===== src/rtl/calc_pkg.sv =====
// Shared constants and types for the UART calculator parser.
// CALC_DIV_EN adds '/' as an operator and the DIV state.
package calc_pkg;

  localparam logic [7:0] ASCII_0     = 8'h30;
  localparam logic [7:0] ASCII_9     = 8'h39;
  localparam logic [7:0] ASCII_PLUS  = 8'h2B;
  localparam logic [7:0] ASCII_MINUS = 8'h2D;
  localparam logic [7:0] ASCII_STAR  = 8'h2A;
  localparam logic [7:0] ASCII_SLASH = 8'h2F;
  localparam logic [7:0] ASCII_EQ    = 8'h3D;
  localparam logic [7:0] ASCII_CR    = 8'h0D;
  localparam logic [7:0] ASCII_SP    = 8'h20;

  typedef enum logic [2:0] {
    ST_OPA   = 3'd0,
    ST_OPB   = 3'd1,
    ST_CALC  = 3'd2,
`ifdef CALC_DIV_EN
    ST_DIV   = 3'd3,
`endif
    ST_OUT   = 3'd4,
    ST_FLUSH = 3'd5
  } state_t;

  typedef enum logic [1:0] {
    OP_ADD = 2'd0,
    OP_SUB = 2'd1,
    OP_MUL = 2'd2,
    OP_DIV = 2'd3
  } op_t;

  localparam logic [1:0] ERR_OK     = 2'd0;
  localparam logic [1:0] ERR_OVF    = 2'd1;
  localparam logic [1:0] ERR_SYNTAX = 2'd2;
  localparam logic [1:0] ERR_DIV0   = 2'd3;

  typedef enum logic [2:0] {
    BC_DIGIT = 3'd0,
    BC_OP    = 3'd1,
    BC_TERM  = 3'd2,
    BC_SPACE = 3'd3,
    BC_BAD   = 3'd4
  } byte_class_t;

  function automatic byte_class_t classify(input logic [7:0] b);
    byte_class_t c;
    if (b >= ASCII_0 && b <= ASCII_9) c = BC_DIGIT;
    else if (b == ASCII_PLUS || b == ASCII_MINUS || b == ASCII_STAR) c = BC_OP;
`ifdef CALC_DIV_EN
    else if (b == ASCII_SLASH) c = BC_OP;
`endif
    else if (b == ASCII_EQ || b == ASCII_CR) c = BC_TERM;
    else if (b == ASCII_SP) c = BC_SPACE;
    else c = BC_BAD;
    return c;
  endfunction

  function automatic op_t decode_op(input logic [7:0] b);
    op_t o;
    case (b)
      ASCII_MINUS: o = OP_SUB;
      ASCII_STAR:  o = OP_MUL;
      ASCII_SLASH: o = OP_DIV;
      default:     o = OP_ADD;
    endcase
    return o;
  endfunction

endpackage


===== src/rtl/calc_div.sv =====
// Sequential restoring divider: one quotient bit per cycle, OPW cycles total.
// The first step runs on the start cycle so done pulses after exactly OPW edges.
module calc_div #(
  parameter int OPW = 16
) (
  input  logic           clk,
  input  logic           rst,
  input  logic           start,
  input  logic [OPW-1:0] dividend,
  input  logic [OPW-1:0] divisor,
  output logic [OPW-1:0] quotient,
  output logic           done
);

  localparam int CNTW = $clog2(OPW + 1);

  logic [OPW-1:0]  rem_q, rem_d;
  logic [OPW-1:0]  quo_q, quo_d;
  logic [OPW-1:0]  dvs_q, dvs_d;
  logic [CNTW-1:0] cnt_q, cnt_d;
  logic            done_q, done_d;
  logic [OPW-1:0]  src_rem, src_quo;
  logic [OPW:0]    shifted, trial;

  always_comb begin
    rem_d   = rem_q;
    quo_d   = quo_q;
    cnt_d   = cnt_q;
    done_d  = 1'b0;
    src_rem = start ? '0 : rem_q;
    src_quo = start ? dividend : quo_q;
    dvs_d   = start ? divisor : dvs_q;
    shifted = {src_rem, src_quo[OPW-1]};
    // Top bit of trial set means the partial remainder was below the divisor.
    trial   = shifted - {1'b0, dvs_d};
    if (start || cnt_q != '0) begin
      rem_d  = trial[OPW] ? shifted[OPW-1:0] : trial[OPW-1:0];
      quo_d  = {src_quo[OPW-2:0], ~trial[OPW]};
      cnt_d  = start ? CNTW'(OPW - 1) : cnt_q - CNTW'(1);
      done_d = (cnt_d == '0);
    end
  end

  always_ff @(posedge clk) begin
    if (rst) begin
      rem_q  <= '0;
      quo_q  <= '0;
      dvs_q  <= '0;
      cnt_q  <= '0;
      done_q <= 1'b0;
    end else begin
      rem_q  <= rem_d;
      quo_q  <= quo_d;
      dvs_q  <= dvs_d;
      cnt_q  <= cnt_d;
      done_q <= done_d;
    end
  end

  assign quotient = quo_q;
  assign done     = done_q;

endmodule


===== src/rtl/uart_calc_parser.sv =====
// Parses "<A><op><B><term>" from received ASCII bytes and hands back one result.
// CALC_DIV_EN enables '/' via the calc_div restoring divider.
module uart_calc_parser
  import calc_pkg::*;
#(
  parameter int OPW    = 16,
  parameter int MAXDIG = 5
) (
  input  logic           clk,
  input  logic           rst,
  input  logic [7:0]     rx_data,
  input  logic           rx_valid,
  output logic [OPW-1:0] res_data,
  output logic [1:0]     res_err,
  output logic           res_valid,
  input  logic           res_ready,
  output logic           busy,
  output logic           drop
);

  localparam int CW = $clog2(MAXDIG + 1);

  state_t         state_q, state_d;
  op_t            op_q, op_d;
  logic [OPW-1:0] acc_a_q, acc_a_d;
  logic [OPW-1:0] acc_b_q, acc_b_d;
  logic [CW-1:0]  dcnt_q, dcnt_d;
  logic           ovf_q, ovf_d;
  logic [OPW-1:0] res_data_q, res_data_d;
  logic [1:0]     res_err_q, res_err_d;
  logic           res_valid_q, res_valid_d;
  logic           drop_q, drop_d;

  byte_class_t      cls;
  logic [OPW-1:0]   cur_acc;
  logic [OPW+3:0]   acc_wide;
  logic [OPW:0]     sum_w;
  logic [OPW-1:0]   diff_w;
  logic [2*OPW-1:0] prod_w;

  assign sum_w  = {1'b0, acc_a_q} + {1'b0, acc_b_q};
  assign diff_w = acc_a_q - acc_b_q;
  assign prod_w = {{OPW{1'b0}}, acc_a_q} * {{OPW{1'b0}}, acc_b_q};
  assign busy   = (state_q == ST_CALC) || (state_q == ST_OUT)
`ifdef CALC_DIV_EN
                  || (state_q == ST_DIV)
`endif
                  ;

`ifdef CALC_DIV_EN
  logic           div_start;
  logic [OPW-1:0] div_quo;
  logic           div_done;

  calc_div #(.OPW(OPW)) u_div (
    .clk      (clk),
    .rst      (rst),
    .start    (div_start),
    .dividend (acc_a_q),
    .divisor  (acc_b_q),
    .quotient (div_quo),
    .done     (div_done)
  );
`endif

  always_comb begin
    state_d     = state_q;
    op_d        = op_q;
    acc_a_d     = acc_a_q;
    acc_b_d     = acc_b_q;
    dcnt_d      = dcnt_q;
    ovf_d       = ovf_q;
    res_data_d  = res_data_q;
    res_err_d   = res_err_q;
    res_valid_d = res_valid_q;
    drop_d      = drop_q | (rx_valid & busy);
`ifdef CALC_DIV_EN
    div_start   = 1'b0;
`endif
    cls      = classify(rx_data);
    cur_acc  = (state_q == ST_OPB) ? acc_b_q : acc_a_q;
    // acc*10 + digit, kept 4 bits wider so overflow past OPW is visible.
    acc_wide = ({4'b0, cur_acc} << 3) + ({4'b0, cur_acc} << 1)
             + {{OPW{1'b0}}, rx_data[3:0]};

    case (state_q)
      ST_OPA, ST_OPB: begin
        if (rx_valid) begin
          case (cls)
            BC_DIGIT: begin
              if (dcnt_q == CW'(MAXDIG)) begin
                state_d = ST_FLUSH;
              end else begin
                if (state_q == ST_OPA) acc_a_d = acc_wide[OPW-1:0];
                else                   acc_b_d = acc_wide[OPW-1:0];
                dcnt_d = dcnt_q + CW'(1);
                if (|acc_wide[OPW+3:OPW]) ovf_d = 1'b1;
              end
            end
            BC_OP: begin
              if (state_q == ST_OPA && dcnt_q != '0) begin
                op_d    = decode_op(rx_data);
                dcnt_d  = '0;
                state_d = ST_OPB;
              end else begin
                state_d = ST_FLUSH;
              end
            end
            BC_TERM: begin
              if (state_q == ST_OPB && dcnt_q != '0) begin
                state_d = ST_CALC;
              end else begin
                state_d    = ST_OUT;
                res_data_d = '0;
                res_err_d  = ERR_SYNTAX;
              end
            end
            BC_SPACE: ;
            default: state_d = ST_FLUSH;
          endcase
        end
      end

      ST_FLUSH: begin
        if (rx_valid && cls == BC_TERM) begin
          state_d    = ST_OUT;
          res_data_d = '0;
          res_err_d  = ERR_SYNTAX;
        end
      end

      ST_CALC: begin
        state_d   = ST_OUT;
        res_err_d = ovf_q ? ERR_OVF : ERR_OK;
        case (op_q)
          OP_ADD: begin
            res_data_d = sum_w[OPW-1:0];
            if (sum_w[OPW]) res_err_d = ERR_OVF;
          end
          OP_SUB: begin
            res_data_d = diff_w;
            if (acc_a_q < acc_b_q) res_err_d = ERR_OVF;
          end
          OP_MUL: begin
            res_data_d = prod_w[OPW-1:0];
            if (|prod_w[2*OPW-1:OPW]) res_err_d = ERR_OVF;
          end
`ifdef CALC_DIV_EN
          OP_DIV: begin
            if (acc_b_q == '0) begin
              res_data_d = '1;
              res_err_d  = ERR_DIV0;
            end else begin
              div_start = 1'b1;
              state_d   = ST_DIV;
            end
          end
`endif
          default: begin
            res_data_d = '0;
            res_err_d  = ERR_SYNTAX;
          end
        endcase
      end

`ifdef CALC_DIV_EN
      ST_DIV: begin
        if (div_done) begin
          state_d    = ST_OUT;
          res_data_d = div_quo;
          res_err_d  = ovf_q ? ERR_OVF : ERR_OK;
        end
      end
`endif

      ST_OUT: begin
        // valid rises one cycle after entering OUT; result regs are already stable.
        res_valid_d = 1'b1;
        if (res_valid_q && res_ready) begin
          res_valid_d = 1'b0;
          acc_a_d     = '0;
          acc_b_d     = '0;
          dcnt_d      = '0;
          ovf_d       = 1'b0;
          state_d     = ST_OPA;
        end
      end

      default: state_d = ST_OPA;
    endcase
  end

  always_ff @(posedge clk) begin
    if (rst) begin
      state_q     <= ST_OPA;
      op_q        <= OP_ADD;
      acc_a_q     <= '0;
      acc_b_q     <= '0;
      dcnt_q      <= '0;
      ovf_q       <= 1'b0;
      res_data_q  <= '0;
      res_err_q   <= ERR_OK;
      res_valid_q <= 1'b0;
      drop_q      <= 1'b0;
    end else begin
      state_q     <= state_d;
      op_q        <= op_d;
      acc_a_q     <= acc_a_d;
      acc_b_q     <= acc_b_d;
      dcnt_q      <= dcnt_d;
      ovf_q       <= ovf_d;
      res_data_q  <= res_data_d;
      res_err_q   <= res_err_d;
      res_valid_q <= res_valid_d;
      drop_q      <= drop_d;
    end
  end

  assign res_data  = res_data_q;
  assign res_err   = res_err_q;
  assign res_valid = res_valid_q;
  assign drop      = drop_q;

endmodule


===== config.mk =====
export PLATFORM = sky130hd
export DESIGN_NAME = uart_calc_parser
export DESIGN_NICKNAME = d
export VERILOG_FILES = /design/src/rtl/calc_pkg.sv /design/src/rtl/calc_div.sv /design/src/rtl/uart_calc_parser.sv
export SDC_FILE = /design/constraint.sdc
export NUM_CORES = 1
export LEC_CHECK = 0
export CAP_MARGIN = 10
export CELL_PAD_IN_SITES_DETAIL_PLACEMENT = 0
export CELL_PAD_IN_SITES_GLOBAL_PLACEMENT = 2
export CORE_MARGIN = 5
export CORE_UTILIZATION = 40
export DETAILED_ROUTE_END_ITERATION = 10
export GPL_TIMING_DRIVEN = 0
export PLACE_DENSITY_LB_ADDON = 0.1
export SLEW_MARGIN = 20
export SYNTH_ARGS = -nofsm -noshare
export SYNTH_HDL_FRONTEND = slang
export SYNTH_SLANG_ARGS = --single-unit
export TNS_END_PERCENT = 100

===== constraint.sdc =====
create_clock -name clk -period 7.9 [get_ports clk]
set_input_delay 1.185 -clock clk [delete_from_list [all_inputs] [get_ports clk]]
set_output_delay 1.185 -clock clk [all_outputs]
set_load 0.02 [all_outputs]

After elaboration in Yosys (flattened, before gate mapping)
Cells that the tools add are included.

Add/sub/neg operators: 5. $mul: 1. Order comparisons: 3. Equal/unequal tests: 32. Mux-type cells: 53. Bitwise operators: 2. Reductions and logical operators: 25.

Operator list (count): $mux W16 (14); $pmux W16 S3 (2); $pmux W16 S2 (2); $eq A8 B6 Y1 const B (6); $mux W3 (13); $mul A16 B16 Y32 (1); $pmux W3 S4 (2); $reduce_and A6 Y1 (4); $add A19 B17 Y20 (1); $add A20 B4 Y20 (1); $ne A2 B2 Y1 const B (9); $pmux W2 S3 (3); $add A16 B16 Y17 (1); $lt A16 B16 Y1 (1); $reduce_or A16 Y1 (1); $sub A16 B16 Y16 (1); $pmux W3 S2 (2); $mux W1 (10); $reduce_and A5 Y1 (2); $eq A3 B2 Y1 const B (3); $eq A3 B3 Y1 const B (3); $ne A3 B3 Y1 const B (3); $eq A8 B4 Y1 const B (1); $ge A8 B6 Y1 const B (1); 20 further kinds (34).

Register bits: 61. Input port bits: 12. Word-level logic and storage cells: 131.

Depth between registers and ports, before layout
Gate-level depths: netlist of run 1.

Depth in word-level cells: 10. Gate-level depth with buffers: 26. Gate-level depth less buffers: 24.

Least setup slack after synthesis of run 1
OpenSTA, ideal clock, no wires.

Path kind: register to register. Start: register acc_a_q[6]. End: register res_err_q[0], in the netlist res_err[0]. Library setup time: 0.125 ns. Arrival: 6.282 ns. Required time: 7.775 ns. Path slack: 1.493 ns. Cell stages (with the launch flop): 24. Period minus slack after synthesis: 6.407 ns. Path through: dfxtp_1 clkbuf_1 clkbuf_1 nand2_1 fa_1 inv_1 fa_1 fa_1 fa_1 fa_1 inv_1 fa_1 inv_1 ha_1 clkbuf_1 nor3_1 or3_1 a2111oi_2 o211a_1 o2111ai_1 a21oi_1 and4_1 nand4_1 o41a_1.

Word-level cells in the longest chain between the ends: 5. Elaborated cells between the ends (all ways): 9. Those cells by class: add/sub: 1; mul: 1; order compare: 1; mux: 5; reduce/logical: 1.

Ends and longest elaborated chain: start: declaration (line uart_calc_parser.sv:25) `logic [OPW-1:0] acc_a_q, acc_a_d;`; start signal: assignment (line uart_calc_parser.sv:197) `acc_a_q <= '0;`; start signal: assignment (line uart_calc_parser.sv:208) `acc_a_q <= acc_a_d;`; $mul A16 B16 Y32 (line uart_calc_parser.sv:43) `assign prod_w = {{OPW{1'b0}}, acc_a_q} * {{OPW{1'b0}}, acc_b_q};`; $reduce_or A16 Y1 (line uart_calc_parser.sv:146) `if (|prod_w[2*OPW-1:OPW]) res_err_d = ERR_OVF;`; $mux W1 (line uart_calc_parser.sv:146); $pmux W2 S3 * (line uart_calc_parser.sv:135) `case (op_q)`; $pmux W2 S3 * (line uart_calc_parser.sv:86) `case (state_q)`; end signal: assignment (line uart_calc_parser.sv:213) `res_err_q <= res_err_d;`; end: declaration (line uart_calc_parser.sv:30) `logic [1:0] res_err_q, res_err_d;`.

Mark *: on every way between the ends. The rest lies on a longest branch, timed or not. A chain may end at the register's enable or synchronous reset.

Worst setup path in the final report of run 1
Start: register acc_a_q[10]. End: register res_err_q[0], in the netlist res_err[0].

The elaborated chain is that of the path after synthesis.

==> metrics, run 1 <==
buffer cell driving the clock tree root=clkbuf_16; Hold/Removal Path Class=reg -> reg; total nets after synthesis=2046; CTS tree=yes; cts hold-fix bufs=0; final-report setup violation count=0; slew of the pin with the lowest slew margin=0.818 ns; drt total wl=45800 um; maximum clock path buffer count=2; number of CTS-inserted buffers=9; number of clock sinks seen by CTS=61; critical path peak fanout=10; dpl hpwl=38600 um; final total power=0.859 mW; Post-Place Cells=2145; worst clock skew on the final layout=0.00998 ns; remaining global-route overflow=0; post-detailed-route wirelength per cell=21.2 um; Cell variety after synth=70; number of input and output port buffers inserted=31; routed vias/inst=5.34; crit start category=flop; diode count=0; Syn Area/Cell=8.16 um^2; initial cell density of the core=40.6%; global-route wire length before repair=71000 um; Critical Path Sink Type=flop; # DRC=0; commonest cells in the synthesized netlist=inv_1, nand2_1, fa_1; most used standard cell by instance count after synthesis=inv_1; Top FF cell, synth=dfxtp_1; total number of nets in the final design=2087; drt initial violations=647; area of the die=37800 um^2; Placer Congestion=0.886; arrival time of data at the critical path endpoint=7.86 ns; hold path depth=2; required arrival time at the worst endpoint=8.07 ns; max-cap check violation count=0; clk_lat worst skew=0.34 ns; P per Cell Area=58.1 nW/um^2; number of synthesized register bits=61; RSZ-0062 raised after global routing=no; H-tree lvl count=3; final slew viol count=0; Peak supply drop=0.101 mV; Seq/Total Area, Yosys=8.98%; Setup Crit Path Kind=reg -> reg; final critical delay including setup and external delays=7.68 ns; headroom to the max-slew limit=45.4%; fraction of post-synthesis cell area in the top cell type by area=29.1%; Warnings, synthesis=0; number of standard cells in the final layout excluding fillers=2160; Resized cells post-CTS=2; Post-Syn Area=13600 um^2; post-CTS setup repair buffer count=0; fraction of final layout cells sized beyond drive strength 1=3.62%; Die Height=194 um; pin count of the biggest net entering global routing=13; post-CTS clock slew at the launch and capture registers of the worst setup and hold paths=0.06 ns; Register-to-Register Path Depth=21; antenna violations before repair=1; number of global-route vias before repair=12000; final core occ=44.1%; setup slack on the worst flop-to-flop path=0.22 ns; final hold vios=0; Antenna Violating Nets Remaining=0; largest cells by area after synthesis=fa_1, ha_1, dfxtp_1; via total after detailed routing=11500; floorplan row count=67; final cycle utilization of the critical path=97.3%; synthesized netlist cell count=1666; fmax=130 MHz; outcome=complete, no violations; number of synthesized flops with an enable pin=0; horizontal die dimension=194 um; leakage power=6.50 nW; fraction of registers with async set or reset after synthesis=0%; CORE AREA=33500 um^2; total routing usage reported by global routing=24.2%; synth-to-layout area growth=8.80%; area leader, netlist=fa_1; io pins=33; number of search-and-repair iterations in the first detailed-routing pass=6
==> worst paths after layout <==
kind	start	to
hold / removal	res_err[1]$_SDFFE_PP0P_	res_err[1]$_SDFFE_PP0P_
setup / recovery	acc_a_q[10]$_SDFFE_PP0P_	res_err[0]$_SDFFE_PP0P_
hold reg to reg	res_err[1]$_SDFFE_PP0P_	res_err[1]$_SDFFE_PP0P_
setup reg to reg	acc_a_q[10]$_SDFFE_PP0P_	res_err[0]$_SDFFE_PP0P_
==> logic make-up after synthesis <==
group	after synthesis	share of synthesized area, %
AOI/OAI and AO/OA	279	13.5
xor gates and xnor gates	46	2.96
adders and majority gates	368	44.8
buffers and inverters	332	9.19
DFF	61	8.98
muxes	21	1.67
and+or+nand+nor	559	18.9
==> sequential cells by signal, summed over array words and instances (netlist names) <==
name       cells
acc_b_q       16
res_valid      1
acc_a_q       16
op_q           2
res_err        2
drop           1
state_q        3
ovf_q          1
res_data      16
dcnt_q         3
==> layout make-up <==
type / instances / area [um^2]
multi-input cells: 1273 / 11100
clock buffers: 13 / 270
clock inverters: 3 / 42.5
repair buffers: 31 / 310
inverters: 257 / 965
flip-flops and latches: 61 / 1220
plain buffers: 74 / 295
fillers: 3541 / 18700
well taps: 448 / 561
==> power breakdown <==
part           total [mW]  switching (mW)  internal, mW
logic               0.118          0.0776        0.0409
registers           0.323          0.0106         0.312
clock network       0.418           0.149         0.270
==> metal layers <==
layer | vias up | track usage, % | share of wire [%]
li1 | 5487 | - | -
met1 | 5706 | 33.0 | 44
met2 | 290 | 40.7 | 47
met3 | 52 | 3.00 | 5.5
met4 | 0 | 6.74 | 2.6
met5 | - | 0 | 0
==> through the flow <==
stage / setup slack (ns) / area [um^2] / TNS [ns] / hold WS [ns]
after floorplan: 1.49 / 13600 / 0 / 0.449
after global placement: -0.101 / 14500 / -0.101 / 0.446
after detailed placement: -0.0885 / 14500 / -0.0885 / 0.456
after CTS: 0.104 / 14800 / 0 / 0.465
after global routing: 0.00155 / 14800 / 0 / 0.481
final: 0.216 / 14800 / 0 / 0.457
==> worst max-delay path, cell delays in order (launching register included) <==
cell      delay (ns)
dfxtp_1         0.58
clkbuf_1        0.53
nand2_1         0.18
fa_1            0.54
fa_1            0.57
fa_1            0.47
fa_1            0.55
inv_1           0.05
fa_1            0.48
inv_1           0.07
fa_1            0.48
inv_1           0.04
ha_1            0.38
a21boi_1        0.26
o221ai_1        0.26
a211oi_1        0.29
nor2_1          0.13
o41ai_1         0.48
a21oi_1         0.16
xnor2_1         0.33
nand4_1         0.13
o41a_1          0.55
==> layout by cell type (no fill, tap or decap), types with 13 or more instances in the layout <==
cell / Yosys / routed
xnor2_1: 28 / 28
nand2b_1: 16 / 16
inv_1: 256 / 256
mux2_2: 13 / 13
fa_1: 198 / 198
o21ai_0: 42 / 42
nor2_1: 133 / 133
nor2b_1: 15 / 15
clkbuf_1: 69 / 58
xor2_1: 18 / 18
a21o_1: 17 / 17
dfxtp_1: 61 / 58
nor3_1: 26 / 26
a211oi_1: 15 / 15
clkdlybuf4s50_1: 0 / 31
nand2_1: 222 / 222
and2_1: 76 / 76
ha_1: 170 / 170
nand3_1: 24 / 24
a21oi_1: 97 / 97
Power figures use the tool's default switching activity.
==> run 2, diff against run 1 <==
--- a/config.mk
+++ b/config.mk
@@ -5,11 +5,13 @@
 export SDC_FILE = /design/constraint.sdc
 export NUM_CORES = 1
 export LEC_CHECK = 0
+export ABC_AREA = 0
 export CAP_MARGIN = 10
 export CELL_PAD_IN_SITES_DETAIL_PLACEMENT = 0
 export CELL_PAD_IN_SITES_GLOBAL_PLACEMENT = 2
 export CORE_MARGIN = 5
-export CORE_UTILIZATION = 40
+export CORE_UTILIZATION = 41
+export CTS_BUF_LIST = sky130_fd_sc_hd__clkbuf_4 sky130_fd_sc_hd__clkbuf_8
 export DETAILED_ROUTE_END_ITERATION = 10
 export GPL_TIMING_DRIVEN = 0
 export PLACE_DENSITY_LB_ADDON = 0.1
==> run 2 against run 1 <==
Combinational power hardly changed. Global-route usage is 0.89 points higher. Clock power is 17% lower. Wire length is 2.3% lower. Sequential cell count stayed put. Register-to-register slack better by 0.16 ns. Die area is 2.3% lower. Critical path depth stayed put. Worst hold slack better by 0.0025 ns.
==> metrics, run 2 (same netlist as run 1, synthesis figures left out) <==
antenna violations before repair=2; final-report setup violation count=0; post-detailed-route wirelength per cell=20.8 um; buffer cell driving the clock tree root=clkbuf_8; fraction of final layout cells sized beyond drive strength 1=4.21%; horizontal die dimension=192 um; final critical delay including setup and external delays=7.53 ns; area of the die=36900 um^2; CORE AREA=32600 um^2; io pins=33; number of search-and-repair iterations in the first detailed-routing pass=5; post-CTS clock slew at the launch and capture registers of the worst setup and hold paths=0.07 ns; commonest non-fill, non-tap cell in the layout=inv_1; Placer Congestion=0.869; Peak supply drop=0.0907 mV; Critical Path Sink Type=flop; fmax=133 MHz; final cycle utilization of the critical path=95.3%; critical path peak fanout=10; global-route wire length before repair=70400 um; worst flop-to-flop path startpoint=acc_a_q[5]$_SDFFE_PP0P_; Post-Route Setup TNS=0 ns; initial cell density of the core=41.7%; Setup Crit Path Kind=reg -> reg; Antenna Violating Nets Remaining=0; CTS tree=yes; routed vias/inst=5.36; total routing usage reported by global routing=25.1%; RSZ-0062 raised after global routing=no; final hold vios=0; P per Cell Area=53.5 nW/um^2; most frequent cells in the layout=inv_1, nand2_1, fa_1; cts hold-fix bufs=0; hold path start=res_data[11]$_SDFFE_PP0P_; remaining global-route overflow=0; final setup slack of the worst path=0.371 ns; Register-to-Register Path Depth=21; # DRC=0; final-layout worst hold slack=0.460 ns; synth-to-layout area growth=8.32%; pre-CTS WS=-0.0445 ns; crit start category=flop; Die Height=192 um; via total after detailed routing=11600; maximum clock path buffer count=2; number of global-route vias before repair=12100; number of CTS-inserted buffers=9; required arrival time at the worst endpoint=8.13 ns; arrival time of data at the critical path endpoint=7.76 ns; Hold/Removal Path Class=reg -> reg; setup slack on the worst flop-to-flop path=0.37 ns; CP startpoint=acc_a_q[5]$_SDFFE_PP0P_; max-cap check violation count=0; floorplan row count=66; headroom to the max-slew limit=47.4%; leakage power=6.49 nW; pin count of the biggest net entering global routing=13; H-tree lvl count=3; drt total wl=44700 um; worst clock skew on the final layout=0.0131 ns; total number of nets in the final design=2086; Resized cells post-CTS=2; post-CTS setup repair buffer count=0; dpl hpwl=37800 um; final core occ=45.2%; drt initial violations=618; number of input and output port buffers inserted=31; clk_lat worst skew=0.36 ns; outcome=complete, no violations; slew of the pin with the lowest slew margin=0.789 ns; hold path depth=2; final slew viol count=0; number of fillers in the final layout=3340; number of clock sinks seen by CTS=61
[run 2: metrics by stage]
step | std cells | power, mW | instance area [um^2]
final | 2154 | 0.789 | 14700
after global routing | 2153 | 0.821 | 14700
after CTS | 2155 | 0.794 | 14700
after detailed placement | 2139 | 0.448 | 14500
after global placement | 2139 | 0.449 | 14500
after floorplan | 1666 | 0.398 | 13600
[run 2: power breakdown]
part           internal [mW]  switching, mW  leakage [nW]
registers              0.311         0.0122         0.495
clock network          0.212          0.135         0.126
logic                 0.0409         0.0770          5.87
[run 2: final timing paths]
path | to
worst max-delay path | res_err[0]$_SDFFE_PP0P_
worst min-delay path | res_data[11]$_SDFFE_PP0P_
worst max register to register | res_err[0]$_SDFFE_PP0P_
worst min register to register | res_data[11]$_SDFFE_PP0P_
[run 2: area by class of cell]
type                       count  area [um^2]  area share [%]
clock buffer                  13          179            1.21
antenna                        1         2.50          0.0170
multi-input combinational   1273        11100            75.5
timing repair buffer          31          310            2.11
inverter                     257          965            6.55
buffer                        73          299            2.03
clock inverter                 3         65.1           0.442
tap                          442          553            3.75
sequential                    61         1230            8.34
[run 2: critical path, stage by stage, from the launching register on]
cell and delay (ns):
dfxtp_1 0.79, clkbuf_2 0.43, nand2_1 0.12, fa_1 0.55, fa_1 0.45, fa_1 0.52
fa_1 0.52, fa_1 0.53, fa_1 0.61, inv_1 0.06, ha_1 0.26, clkbuf_1 0.33
nor3b_1 0.17, a211oi_1 0.20, o2111ai_1 0.19, a2111oi_2 0.38, o211a_1 0.20, o2111ai_1 0.12
a21oi_1 0.14, and4_1 0.25, nand4_1 0.10, o41a_1 0.47
[run 2: metal layers]
metal | GRT usage, % | share of wire [%] | vias up
met3 | 4.05 | 5.2 | 80
met2 | 41.2 | 47 | 280
met1 | 33.3 | 44 | 5695
met5 | 0 | 0 | -
li1 | - | - | 5500
met4 | 9.57 | 3.9 | 0
==> run 3, diff against run 2 <==
--- a/config.mk
+++ b/config.mk
@@ -15,7 +15,7 @@
 export DETAILED_ROUTE_END_ITERATION = 10
 export GPL_TIMING_DRIVEN = 0
 export PLACE_DENSITY_LB_ADDON = 0.1
-export SLEW_MARGIN = 20
+export SLEW_MARGIN = 5
 export SYNTH_ARGS = -nofsm -noshare
 export SYNTH_HDL_FRONTEND = slang
 export SYNTH_SLANG_ARGS = --single-unit
==> results of run 3 <==
The final DEF is identical to that of run 2; final timing and power are the same.
